<file path="config.mk">
export PLATFORM = sky130hd
export DESIGN_NAME = alu_seq_flat
export DESIGN_NICKNAME = d
export VERILOG_FILES = /design/src/rtl/alu_seq_pkg.sv /design/src/rtl/alu_seq_if.sv /design/src/rtl/alu_seq_mul_step.sv /design/src/rtl/alu_seq.sv /design/src/flat_wrapper.sv
export SDC_FILE = /design/constraint.sdc
export NUM_CORES = 1
export LEC_CHECK = 0
export BUFFER_PORTS_ARGS = -buffer_cell sky130_fd_sc_hd__buf_2
export CAP_MARGIN = 20
export CORE_ASPECT_RATIO = 0.7
export CORE_UTILIZATION = 35
export DETAILED_ROUTE_END_ITERATION = 7
export GPL_TIMING_DRIVEN = 0
export SYNTH_ARGS = -nofsm -noshare
export SYNTH_HDL_FRONTEND = slang
export SYNTH_SLANG_ARGS = --single-unit
</file>
<file path="constraint.sdc">
create_clock -name clk -period 8 [get_ports clk]
set_input_delay 0.4 -clock clk [delete_from_list [all_inputs] [get_ports clk]]
set_output_delay 0.4 -clock clk [all_outputs]
set_load 0.02 [all_outputs]
</file>
<file path="src/rtl/alu_seq_pkg.sv">
// Shared definitions for the multi-cycle accumulator ALU: opcodes, FSM states
// and the default datapath width.
package alu_seq_pkg;

  localparam int DEF_REG_WIDTH = 12;

  typedef enum logic [2:0] {
    OP_ADD   = 3'b000,
    OP_SUB   = 3'b001,
    OP_PASSB = 3'b010,
    OP_INC   = 3'b011,
    OP_CLR   = 3'b100,
    OP_MUL   = 3'b101,
    OP_SHL   = 3'b110,
    OP_SHR   = 3'b111
  } op_e;

  typedef enum logic [1:0] {
    S_IDLE  = 2'b00,
    S_MUL   = 2'b01,
    S_WRITE = 2'b10
  } state_e;

  function automatic logic is_multi_cycle(input op_e op);
    return (op == OP_MUL);
  endfunction

endpackage

</file>
<file path="src/rtl/alu_seq_if.sv">
// Request/result bundle between the control unit (master) and the ALU (slave),
// including the accumulator write port.
interface alu_seq_if
  import alu_seq_pkg::*;
#(
  parameter int reg_width = DEF_REG_WIDTH
);

  logic                 start;
  op_e                  op;
  logic [reg_width-1:0] alu_a;
  logic [reg_width-1:0] alu_b;
  logic [reg_width-1:0] AC_in;
  logic                 ac_write_en;
  logic                 busy;
  logic                 done;
  logic                 cout;

  modport master (
    output start, op, alu_a, alu_b,
    input  AC_in, ac_write_en, busy, done, cout
  );

  modport slave (
    input  start, op, alu_a, alu_b,
    output AC_in, ac_write_en, busy, done, cout
  );

endinterface

</file>
<file path="src/rtl/alu_seq_mul_step.sv">
// One shift-add multiplication step: conditionally adds the (pre-shifted)
// multiplicand into the double-width partial product.
module alu_seq_mul_step #(
  parameter int width = 24
) (
  input  logic [width-1:0] acc,
  input  logic [width-1:0] mcand,
  input  logic             mbit,
  output logic [width-1:0] acc_next
);

  assign acc_next = mbit ? (acc + mcand) : acc;

endmodule

</file>
<file path="src/rtl/alu_seq.sv">
// Multi-cycle ALU feeding the accumulator: single-cycle ops finish at the start
// edge, MUL iterates one multiplier bit per cycle, then one WRITE strobe.
module alu_seq
  import alu_seq_pkg::*;
#(
  parameter int reg_width = DEF_REG_WIDTH
) (
  input  logic      clk,
  input  logic      reset,
  alu_seq_if.slave  bus
);

  localparam int                CNT_W    = (reg_width > 1) ? $clog2(reg_width) : 1;
  localparam logic [CNT_W-1:0]  CNT_LAST = CNT_W'(reg_width - 1);
  localparam int                PW       = 2 * reg_width;

  state_e               state;
  logic [CNT_W-1:0]     cnt;
  logic [PW-1:0]        acc;
  logic [PW-1:0]        mcand;
  logic [PW-1:0]        acc_next;
  logic [reg_width-1:0] mplier;
  logic [reg_width-1:0] ac_in_q;
  logic                 cout_q;
  logic                 we_q;
  logic                 busy_q;
  logic                 done_q;

  // Result in the low bits, carry/borrow/shifted-out bit in the MSB.
  function automatic logic [reg_width:0] alu_single(
    input op_e                  op,
    input logic [reg_width-1:0] a,
    input logic [reg_width-1:0] b
  );
    case (op)
      OP_ADD:   return {1'b0, a} + {1'b0, b};
      OP_SUB:   return {1'b0, a} - {1'b0, b};
      OP_PASSB: return {1'b0, b};
      OP_INC:   return {1'b0, a} + (reg_width + 1)'(1);
      OP_SHL:   return {a, 1'b0};
      OP_SHR:   return {a[0], 1'b0, a[reg_width-1:1]};
      default:  return '0;
    endcase
  endfunction

  alu_seq_mul_step #(
    .width (PW)
  ) u_step (
    .acc      (acc),
    .mcand    (mcand),
    .mbit     (mplier[0]),
    .acc_next (acc_next)
  );

  always_ff @(posedge clk) begin
    if (reset) begin
      state   <= S_IDLE;
      cnt     <= '0;
      ac_in_q <= '0;
      cout_q  <= 1'b0;
      we_q    <= 1'b0;
      busy_q  <= 1'b0;
      done_q  <= 1'b0;
    end else begin
      case (state)
        S_IDLE: begin
          if (bus.start) begin
            busy_q <= 1'b1;
            if (is_multi_cycle(bus.op)) begin
              acc    <= '0;
              mcand  <= PW'(bus.alu_a);
              mplier <= bus.alu_b;
              cnt    <= '0;
              state  <= S_MUL;
            end else begin
              {cout_q, ac_in_q} <= alu_single(bus.op, bus.alu_a, bus.alu_b);
              we_q   <= 1'b1;
              done_q <= 1'b1;
              state  <= S_WRITE;
            end
          end
        end
        S_MUL: begin
          // The last step's sum goes straight to the result register.
          if (cnt == CNT_LAST) begin
            ac_in_q <= acc_next[reg_width-1:0];
            cout_q  <= |acc_next[PW-1:reg_width];
            we_q    <= 1'b1;
            done_q  <= 1'b1;
            state   <= S_WRITE;
          end else begin
            acc    <= acc_next;
            mcand  <= mcand << 1;
            mplier <= mplier >> 1;
            cnt    <= cnt + 1'b1;
          end
        end
        S_WRITE: begin
          we_q   <= 1'b0;
          done_q <= 1'b0;
          busy_q <= 1'b0;
          state  <= S_IDLE;
        end
        default: begin
          we_q   <= 1'b0;
          done_q <= 1'b0;
          busy_q <= 1'b0;
          state  <= S_IDLE;
        end
      endcase
    end
  end

  assign bus.AC_in       = ac_in_q;
  assign bus.cout        = cout_q;
  assign bus.ac_write_en = we_q;
  assign bus.busy        = busy_q;
  assign bus.done        = done_q;

endmodule

</file>
<file path="src/flat_wrapper.sv">
// flat-port wrapper written by rule: the top's interface ports become plain ports
module alu_seq_flat import alu_seq_pkg::*;
#(
  parameter int reg_width = DEF_REG_WIDTH
)
  (clk, reset, bus_start, bus_op, bus_alu_a, bus_alu_b, bus_AC_in, bus_ac_write_en, bus_busy, bus_done, bus_cout);
  alu_seq_if #(.reg_width(reg_width)) bus_i ();
  input  logic clk;
  input  logic reset;
  input wire logic [$bits(bus_i.start)-1:0] bus_start;
  input wire logic [$bits(bus_i.op)-1:0] bus_op;
  input wire logic [$bits(bus_i.alu_a)-1:0] bus_alu_a;
  input wire logic [$bits(bus_i.alu_b)-1:0] bus_alu_b;
  output wire logic [$bits(bus_i.AC_in)-1:0] bus_AC_in;
  output wire logic [$bits(bus_i.ac_write_en)-1:0] bus_ac_write_en;
  output wire logic [$bits(bus_i.busy)-1:0] bus_busy;
  output wire logic [$bits(bus_i.done)-1:0] bus_done;
  output wire logic [$bits(bus_i.cout)-1:0] bus_cout;
  assign bus_i.start = bus_start;
  assign bus_i.op = bus_op;
  assign bus_i.alu_a = bus_alu_a;
  assign bus_i.alu_b = bus_alu_b;
  assign bus_AC_in = bus_i.AC_in;
  assign bus_ac_write_en = bus_i.ac_write_en;
  assign bus_busy = bus_i.busy;
  assign bus_done = bus_i.done;
  assign bus_cout = bus_i.cout;
  alu_seq #(.reg_width(reg_width)) u_core (.clk(clk), .reset(reset), .bus(bus_i));
endmodule
</file>
==> results of run 1 <==
==> cells by family (layout without fill, tap and decap cells) <==
group           Yosys count  after routing
fa+ha+maj                41             41
buf+inv                  54            112
flops                    81             81
compound gates          182            182
simple gates            303            303
mux                      30             30
xor+xnor                 23             23
==> cell usage in the layout, fill, tap and decap left out, types with 29 or more instances in the layout <==
cell / instances
a21oi_1: 44
nor2_1: 71
mux2i_1: 29
ha_1: 39
o21ai_0: 46
buf_2: 41
nor3_1: 30
edfxtp_1: 60
clkbuf_1: 30
nand2_1: 114
==> area by class of cell <==
cell class	instances	area (µm²)
well taps	225	282
clock buffers	14	310
multi-input cells	579	3570
clock inverters	2	12.5
inverters	17	63.8
flip-flops and latches	81	2220
repair buffers	42	225
fillers	1696	9710
plain buffers	37	143
==> report_power, final <==
part / switching (W) / total (W) / internal, W / leakage, nW
combinational: 0.000135 / 0.000214 / 0.0000784 / 1.90
clock: 0.000171 / 0.000440 / 0.000269 / 0.163
sequential: 0.00000752 / 0.000472 / 0.000464 / 0.725
==> flip-flops by register name, summed over array words and instances, names as in the netlist <==
| name | flops |
|---|---|
| u_core.acc | 24 |
| u_core.bus.AC_in | 12 |
| u_core.bus.ac_write_en | 1 |
| u_core.bus.busy | 1 |
| u_core.bus.cout | 1 |
| u_core.cnt | 4 |
| u_core.mcand | 24 |
| u_core.mplier | 12 |
| u_core.state | 2 |
==> worst max-delay path, cell delays in order <==
cell	delay (ns)
clkbuf_1	0.31
inv_1	0.19
nand2_1	0.25
clkbuf_1	0.41
buf_1	0.41
o21ai_0	0.14
ha_1	0.21
inv_1	0.07
fa_1	0.21
nor2b_1	0.06
o21ai_0	0.22
a21o_1	0.26
a211oi_1	0.13
o31ai_1	0.31
a21oi_1	0.11
nor4b_1	0.47
o41ai_1	0.14
o21ai_1	0.10
==> worst paths after layout <==
kind / startpoint / endpoint / slack [ns] / cells after the start
worst max-delay path: bus_op[2] / u_core.bus.cout$_SDFFE_PP0P_ / 3.87 / 18
worst min-delay path: reset / u_core.state[1]$_SDFFE_PP0P_ / 0.29 / 2
worst max register to register: u_core.mcand[0]$_SDFFCE_PP0P_ / u_core.bus.cout$_SDFFE_PP0P_ / 4.28 / 10
worst min register to register: u_core.bus.AC_in[11]$_SDFFE_PP0P_ / u_core.bus.AC_in[11]$_SDFFE_PP0P_ / 0.50 / 2
==> per-stage QoR <==
step	setup slack [ns]	cell area, µm²	hold WS, ns	total power (W)	util [%]
after floorplan	3.83	6000	0.480	0.000624	-
after global placement	2.31	6480	0.481	0.000689	39.2
after detailed placement	3.60	6510	0.484	0.000690	39.4
after CTS	3.95	6830	0.279	0.00113	41.3
after global routing	3.48	6830	0.304	0.00117	41.3
final	3.87	6830	0.294	0.00113	41.3
==> synth_stat cells (all sizes together), types with 3 or more instances <==
| library cell | number |
|---|---|
| a21oi | 44 |
| nand3 | 25 |
| o21a | 4 |
| xor2 | 10 |
| buf | 7 |
| nand2 | 114 |
| o22ai | 3 |
| ha | 39 |
| nor4 | 5 |
| o21ai | 55 |
| nor3 | 30 |
| nand2b | 8 |
| o21bai | 4 |
| clkbuf | 30 |
| nand4 | 3 |
| nand3b | 3 |
| xnor2 | 13 |
| a21o | 13 |
| a31oi | 13 |
| a211o | 3 |
| dfxtp | 21 |
| nor2 | 72 |
| o211ai | 3 |
| and2 | 18 |
| and3 | 8 |
| or3 | 5 |
| or2 | 3 |
| mux2i | 29 |
| a211oi | 14 |
| o41ai | 4 |
| nor2b | 5 |
| o31ai | 3 |
| a221oi | 3 |
| edfxtp | 60 |
| inv | 17 |
| a22oi | 6 |
==> per-layer routing <==
metal | track usage [%] | up-vias | routed length [µm]
met4 | 4.29 | 0 | 174
met5 | 0 | - | 0
li1 | - | 2708 | -
met1 | 34.0 | 2486 | 9230
met3 | 5.10 | 12 | 1490
met2 | 25.6 | 208 | 6330
==> key figures, run 1 <==
Outcome
  • Status: finished, final reports clean

STA
  • Worst rel slew slack: 44.2%
  • Tmin final: 4.13 ns
  • Clock Skew: 0.00975 ns
  • Max-slew violation count: 0
  • Peak Freq: 0.242 GHz
  • RSZ-0062 raised after global routing: no
  • Setup violators final: 0
  • Worst-margin pin slew: 0.835 ns
  • Final period util: around half
  • Setup TNS: 0 ns
  • Final hold vios: 0

Power
  • Peak VDD IR: approximately 110 µV
  • Power density over the cells: between 150 and 200 mW/mm²
  • Lkg Pwr: 2.79 nW

Logic synthesis
  • Post-synth EDFFs: 60
  • Synth Register Bits: 81
  • Multiplexer share of the synthesized area: 5.03%
  • Largest cells by area after synthesis: edfxtp_1 30%, ha_1 8.1%, nand2_1 7.1%
  • Post-synthesis xor/xnor area fraction: around 3.4%
  • Sequential area share after synthesis: 37.1%
  • Synth Flop Type: edfxtp_1
  • Synth Warn #: 0
  • Ys async rst share: 0%
  • Avg Cell Area, Syn: about 8.4 µm²
  • Post-Syn Area: 0.00600 mm²
  • Syn_nets: 785
  • Post-Synth Simple-Gate Area: a little under a quarter
  • Syn Inst Count: approximately 700
  • Largest family of logic cells by synthesized area: simple AND/OR/NAND/NOR gates
  • Synth Area in Adders: 8.81%
  • Compound-Gate Fraction of Synth Area: 19.3%
  • Unique masters post-synth: 55
  • Top cell type's share of synthesized area: 30.1%
  • Area leader, netlist: edfxtp_1

Cells and area
  • Antenna fix cells: 0
  • Layout cells sized above 1: 9.33%
  • Non-Filler Instances: 997
  • Layout area overhead: 14.0%
  • Nets: between 800 and 900

Route
  • Total routed wirelength: 17200 µm
  • Initial drt markers: 655
  • Drc violations: 0
  • Via count: 5414
  • Routed Antenna Nets: 0
  • WL per Instance: 17.3 µm
  • Via density: 5.43
  • Drt first pass iters: 5

Global routing
  • First-pass GRT wire length: 27700 µm
  • Initial antenna violation count: 0
  • Total GRT Usage: between 20% and 30%
  • Largest net degree at the start of global routing: 34
  • Vias in the first global route: 4936
  • Total grt overflow: 0

Floorplanning
  • Die area: 0.0177 mm²
  • # IOs: 46
  • Initial core utilization: between 30% and 40%
  • Core ar.: 0.0165 mm²
  • Die X-Extent: 158 µm
  • Die Height: approximately 110 µm
  • Row Count: 39

Clock network
  • Clock latency at the later pin of the worst-skew pair: between 0.3 and 0.4 ns
  • H-tree levels: 3
  • Hold-fix buffers, CTS: 0
  • Clk buf depth: 2
  • Worst-path clk slew: 0.06 ns
  • Post-CTS sizing: 0
  • Total CTS buffers: 9
  • Clock sink count: 81
  • Root Buffer: clkbuf_16
  • Total setup buffers inserted after CTS: 0
  • CTS tree: yes

Place
  • GP Congestion: 0.871
  • Post-Place Cells: 981
  • DP Wirelength: 13200 µm
  • Buffers added on ports: 41

Setup path
  • CP Launch Type: input pin
  • Max FO, Critical Path: 10
  • Required @ worst endpoint: 8.28 ns
  • CP endpoint kind: flop
  • CP Class: in2reg
  • Worst EP arrival: 4.41 ns

Flow run
  • Max Cap Viol: 0

Min path
  • HP Class: in2reg
No activity file was read; power rests on OpenSTA's default activity.
==> run 2, diff against run 1 <==
- ABC_AREA: default -> 1
- clock period: 8 -> 3.5 ns (I/O delays scaled with it)
==> key figures, run 2 <==
Logic synthesis
  • Syn_nets: 974
  • Ys async rst share: 0%
  • Sequential area share after synthesis: 35.6%
  • Avg Cell Area, Syn: 6.92 µm²
  • Post-Syn Area: 0.00624 mm²
  • Post-synth EDFFs: 60
  • Top cell type's share of synthesized area: 28.9%
  • Syn Inst Count: 903
  • Unique masters post-synth: 40
  • Top-count cell post-synth: nand2_1
  • Synth Warn #: 0
  • Synth Register Bits: 81
  • Synth Flop Type: edfxtp_1
  • Area leader, netlist: edfxtp_1
  • Largest cells by area after synthesis: edfxtp_1 29%, nand2_1 17%, inv_1 8.6%
  • Top cells by count, synth: 275 x nand2_1, 143 x inv_1, 77 x nor2_1

Cells and area
  • Layout cells sized above 1: 10.2%
  • Util after Layout: 41.0%
  • Layout area overhead: 13.7%
  • Most frequent cells in the layout: 275 x nand2_1, 143 x inv_1, 76 x nor2_1
  • Fillers: about 1.9k
  • Top Registers: u_core.acc x24, u_core.mcand x24
  • Most common cell after layout, fill and taps aside: nand2_1
  • Antenna fix cells: 0
  • Nets: 1032

Setup path
  • Worst EP arrival: 3.40 ns
  • Max FO, Critical Path: 7
  • CP endpoint kind: flop
  • Required @ worst endpoint: ~3.7 ns
  • CP Class: in2reg
  • CP Launch Type: input pin

Clock network
  • Root Buffer: clkbuf_16
  • H-tree levels: 3
  • Hold-fix buffers, CTS: 0
  • Clk buf depth: 2
  • Post-CTS sizing: 0
  • Clock sink count: 81
  • Worst-path clk slew: 0.07 ns
  • CTS tree: yes
  • Clock latency at the later pin of the worst-skew pair: 0.35 ns
  • Total CTS buffers: 9
  • Total setup buffers inserted after CTS: 0

Floorplanning
  • # IOs: 46
  • Die X-Extent: 162 µm
  • Core ar.: ~0.017 mm²
  • Die area: 0.0184 mm²
  • Die Height: 114 µm
  • Initial core utilization: 36.1%
  • Row Count: 40

Route
  • Initial drt markers: 514
  • Drt first pass iters: 5
  • Routed Antenna Nets: 0
  • Drc violations: 0
  • Via count: between 5k and 6k
  • WL per Instance: 15.2 µm
  • Total routed wirelength: 18200 µm
  • Via density: 5.01

STA
  • Final hold vios: 0
  • Worst rel slew slack: 47.1%
  • RSZ-0062 raised after global routing: no
  • Max-slew violation count: 0
  • Tmin final: approximately 3.2 ns
  • Final WS setup: between 0.3 and 0.4 ns
  • Clock Skew: 0.0120 ns
  • Final period util: 90.9%
  • Worst-margin pin slew: 0.794 ns
  • Peak Freq: around 0.31 GHz
  • Setup violators final: 0
  • Setup TNS: 0 ns

Global routing
  • Total grt overflow: 0
  • Initial antenna violation count: 0
  • First-pass GRT wire length: 29900 µm
  • Largest net degree at the start of global routing: 27
  • Vias in the first global route: 5452
  • Total GRT Usage: roughly a fifth

Power
  • Peak VDD IR: between 200 and 250 µV
  • Post-layout power: around 0.0025 W
  • Power density over the cells: 355 mW/mm²
  • Lkg Pwr: ~3.5 nW

Min path
  • HP Class: in2reg

Outcome
  • Status: finished, final reports clean

Place
  • Pre-CTS setup slack: 0.0714 ns
  • Buffers added on ports: 45
  • GP Congestion: 0.922
  • DP Wirelength: 14600 µm

Flow run
  • Max Cap Viol: 0
run 2: worst max-delay path, cell delays in order:
cell	delay, ns
buf_2	0.09
inv_1	0.07
nor2_2	0.25
inv_1	0.12
nor2_4	0.20
inv_1	0.21
or2_2	0.33
nand3_1	0.06
o21ai_0	0.09
ha_1	0.35
a21oi_1	0.35
o21ai_1	0.15
nand2_1	0.10
nand3_1	0.12
or2_2	0.29
nand3_1	0.06
o21ai_0	0.09
o21ai_0	0.18
a31oi_1	0.09
run 2: power by group:
group,internal [W],switching (W)
registers,0.00106,0.0000202
logic,0.000164,0.000321
clock network,0.000518,0.000435
run 2: layout make-up:
cell class / instances / area [µm²] / area share [%]
clock buffer: 10 / 239 / 3.37
multi-input combinational: 659 / 3410 / 48.0
tap: 231 / 289 / 4.07
timing repair buffer: 47 / 265 / 3.74
inverter: 145 / 544 / 7.67
buffer: 18 / 78.8 / 1.11
clock inverter: 6 / 55.1 / 0.775
sequential: 81 / 2220 / 31.3
run 2: final timing paths:
path | from | end | slack, ns | cells past startpoint
worst max register to register | u_core.mcand[0]$_SDFFCE_PP0P_ | u_core.bus.cout$_SDFFE_PP0P_ | 0.67 | 14
worst max-delay path | bus_op[0] | u_core.bus.AC_in[9]$_SDFFE_PP0P_ | 0.32 | 19
worst min-delay path | reset | u_core.bus.ac_write_en$_SDFFE_PP0P_ | 0.09 | 2
worst min register to register | u_core.cnt[1]$_SDFFE_PP0P_ | u_core.cnt[1]$_SDFFE_PP0P_ | 0.49 | 2
run 2: cells by family after synthesis:
logic type | Yosys count | synth area share (%)
adder cells (fa/ha/maj) | 41 | 8.46
XOR/XNOR | 15 | 2.10
AO/OA/AOI/OAI | 152 | 13.5
flip-flops | 81 | 35.6
AND/OR/NAND/NOR | 451 | 30.4
buffers and inverters | 163 | 9.98
run 2: stage by stage:
stage / hold WS (ns) / instance area, µm² / instances
3_3_place_gp: 0.438 / 6760 / 1179
2_1_floorplan: 0.244 / 6250 / 903
6_report: 0.0923 / 7100 / 1197
5_1_grt: 0.0997 / 7100 / 1197
4_1_cts: 0.0879 / 7100 / 1197
3_5_place_dp: 0.457 / 6810 / 1181
run 2: layer usage:
metal  GRT usage [%]  vias to the layer above  wire length [µm]
met5               0                        -                 0
li1                -                     3054                 -
met2            26.8                      226              6250
met1            35.1                     2707             10200
met4            3.52                        0               124
met3            5.05                       11              1640
==> run 3, diff against run 2 <==
==> constraint.sdc (replaced) <==
create_clock -name clk -period 3.5 [get_ports clk]
set_input_delay 0.7 -clock clk [delete_from_list [all_inputs] [get_ports clk]]
set_output_delay 0.7 -clock clk [all_outputs]
set_load 0.02 [all_outputs]
==> key figures, run 3 (synthesized netlist as in run 2, its figures left out) <==
Outcome
  • Status: finished, final reports clean

Clock network
  • Total CTS buffers: 9
  • CTS tree: yes
  • Worst-path clk slew: approximately 0.070 ns
  • Hold-fix buffers, CTS: 0
  • Clock sink count: 81
  • Root Buffer: clkbuf_16
  • Clk buf depth: 2
  • H-tree levels: 3
  • Clock latency at the later pin of the worst-skew pair: 0.35 ns

Route
  • Via density: 5.03
  • Total routed wirelength: 18300 µm
  • Drc violations: 0
  • WL per Instance: 15.3 µm
  • Initial drt markers: 583
  • Drt first pass iters: 5
  • Via count: 6029
  • Routed Antenna Nets: 0

Cells and area
  • Nets: 1034
  • Top Registers: u_core.acc x24, u_core.mcand x24
  • Post-route cell area: 0.00715 mm²
  • Multi-input combinational cell area: ~0.0034 mm²
  • Layout area overhead: 14.5%
  • Util after Layout: about two fifths
  • Most common cell after layout, fill and taps aside: nand2_1
  • FF/Latch Area: 0.00222 mm²
  • Fillers: around 1.9k
  • Most frequent cells in the layout: 274 x nand2_1, 142 x inv_1, 76 x nor2_1
  • Layout cells sized above 1: 11.1%
  • Antenna fix cells: 0

Setup path
  • FF-to-FF path depth: 14
  • CP Class: in2reg
  • Required @ worst endpoint: 3.72 ns
  • CP Launch Type: input pin
  • Max FO, Critical Path: 7
  • Worst EP arrival: 3.47 ns
  • CP endpoint kind: flop

STA
  • Min Hold Slack: 0.487 ns
  • Peak Freq: 0.307 GHz
  • Max-slew violation count: 0
  • Tmin final: approximately 3.3 ns
  • Worst-margin pin slew: 0.821 ns
  • Final period util: 93.0%
  • Final hold vios: 0
  • Final WS setup: 0.247 ns
  • Worst rel slew slack: between 40% and 50%
  • Clock Skew: 0.0142 ns
  • Setup violators final: 0
  • Setup TNS: 0 ns

Floorplanning
  • Initial core utilization: a little over a third
  • Die area: 0.0184 mm²
  • # IOs: 46
  • Die Height: 114 µm
  • Die X-Extent: 162 µm
  • Core ar.: ~0.017 mm²
  • Row Count: 40

Power
  • Lkg Pwr: 3.54 nW
  • Power density over the cells: roughly 350 mW/mm²
  • Peak VDD IR: 219 µV

Place
  • Post-place instance area: a little under 0.007 mm²
  • Pre-CTS setup slack: -0.454 ns
  • DP Wirelength: between 10000 and 15000 µm
  • GP Congestion: 0.922
  • Buffers added on ports: 45

Global routing
  • Largest net degree at the start of global routing: 27
  • Total grt overflow: 0
  • Total GRT Usage: 21.2%
  • Vias in the first global route: 5453
  • Initial antenna violation count: 0
  • First-pass GRT wire length: 29900 µm

Min path
  • Hold path cells: 2
  • HP Class: reg2reg

Flow run
  • Max Cap Viol: 0
## run 3: cell types whose count changed in the layout (fill, tap and decap cells not counted), sizes merged
cell | previous run | this run
buf | 56 | 58
clkinvlp | 0 | 1
inv | 150 | 149
## run 3: critical path: stages
cell	delay [ns]
buf_2	0.09
inv_1	0.08
nor2_4	0.13
inv_1	0.07
nor2_4	0.14
clkinvlp_4	0.19
or2_2	0.32
o21ai_0	0.17
ha_2	0.35
a21oi_4	0.18
o21ai_1	0.12
nand2_1	0.10
nand3_1	0.11
or2_2	0.29
nand3_1	0.06
o21ai_0	0.09
o21ai_0	0.18
a31oi_1	0.09
## run 3: layout make-up
cell class,count,area share (%)
clock inverters,6,0.770
well taps,231,4.04
flip-flops and latches,81,31.1
multi-input cells,659,48.1
inverters,145,7.67
repair buffers,49,3.92
plain buffers,18,1.10
clock buffers,10,3.34
## run 3: path summary, 6_finish.rpt
| path | startpoint | to | slack [ns] |
|---|---|---|---|
| min | u_core.cnt[1]$_SDFFE_PP0P_ | u_core.cnt[1]$_SDFFE_PP0P_ | 0.49 |
| min reg2reg | u_core.cnt[1]$_SDFFE_PP0P_ | u_core.cnt[1]$_SDFFE_PP0P_ | 0.49 |
| max | bus_op[0] | u_core.bus.AC_in[9]$_SDFFE_PP0P_ | 0.25 |
| max reg2reg | u_core.mcand[0]$_SDFFCE_PP0P_ | u_core.bus.cout$_SDFFE_PP0P_ | 0.67 |
## run 3: metrics by stage
| stage | instances | total power (W) |
|---|---|---|
| 6_report | 1199 | 0.00253 |
| 4_1_cts | 1197 | 0.00253 |
| 2_1_floorplan | 903 | 0.00142 |
| 3_3_place_gp | 1179 | 0.00157 |
| 5_1_grt | 1199 | 0.00265 |
| 3_5_place_dp | 1181 | 0.00158 |
## run 3: what timing repair did
action,in CTS,in global routing
pin swaps,0,3
setup buffers,0,2
gates resized for setup,1,7
setup endpoints to repair,1,8
## run 3: power by group
| group | switching (W) | internal [W] | total (W) |
|---|---|---|---|
| clock network | 0.000435 | 0.000518 | 0.000953 |
| registers | 0.0000205 | 0.00106 | 0.00108 |
| logic | 0.000326 | 0.000168 | 0.000494 |
## run 3: per-layer routing
layer / part of all wire, % / vias to the layer above / track usage (%)
li1: - / 3059 / -
met1: 56 / 2759 / 35.1
met2: 35 / 200 / 26.8
met3: 8.9 / 11 / 5.05
met4: 0.61 / 0 / 3.52
met5: 0 / - / 0
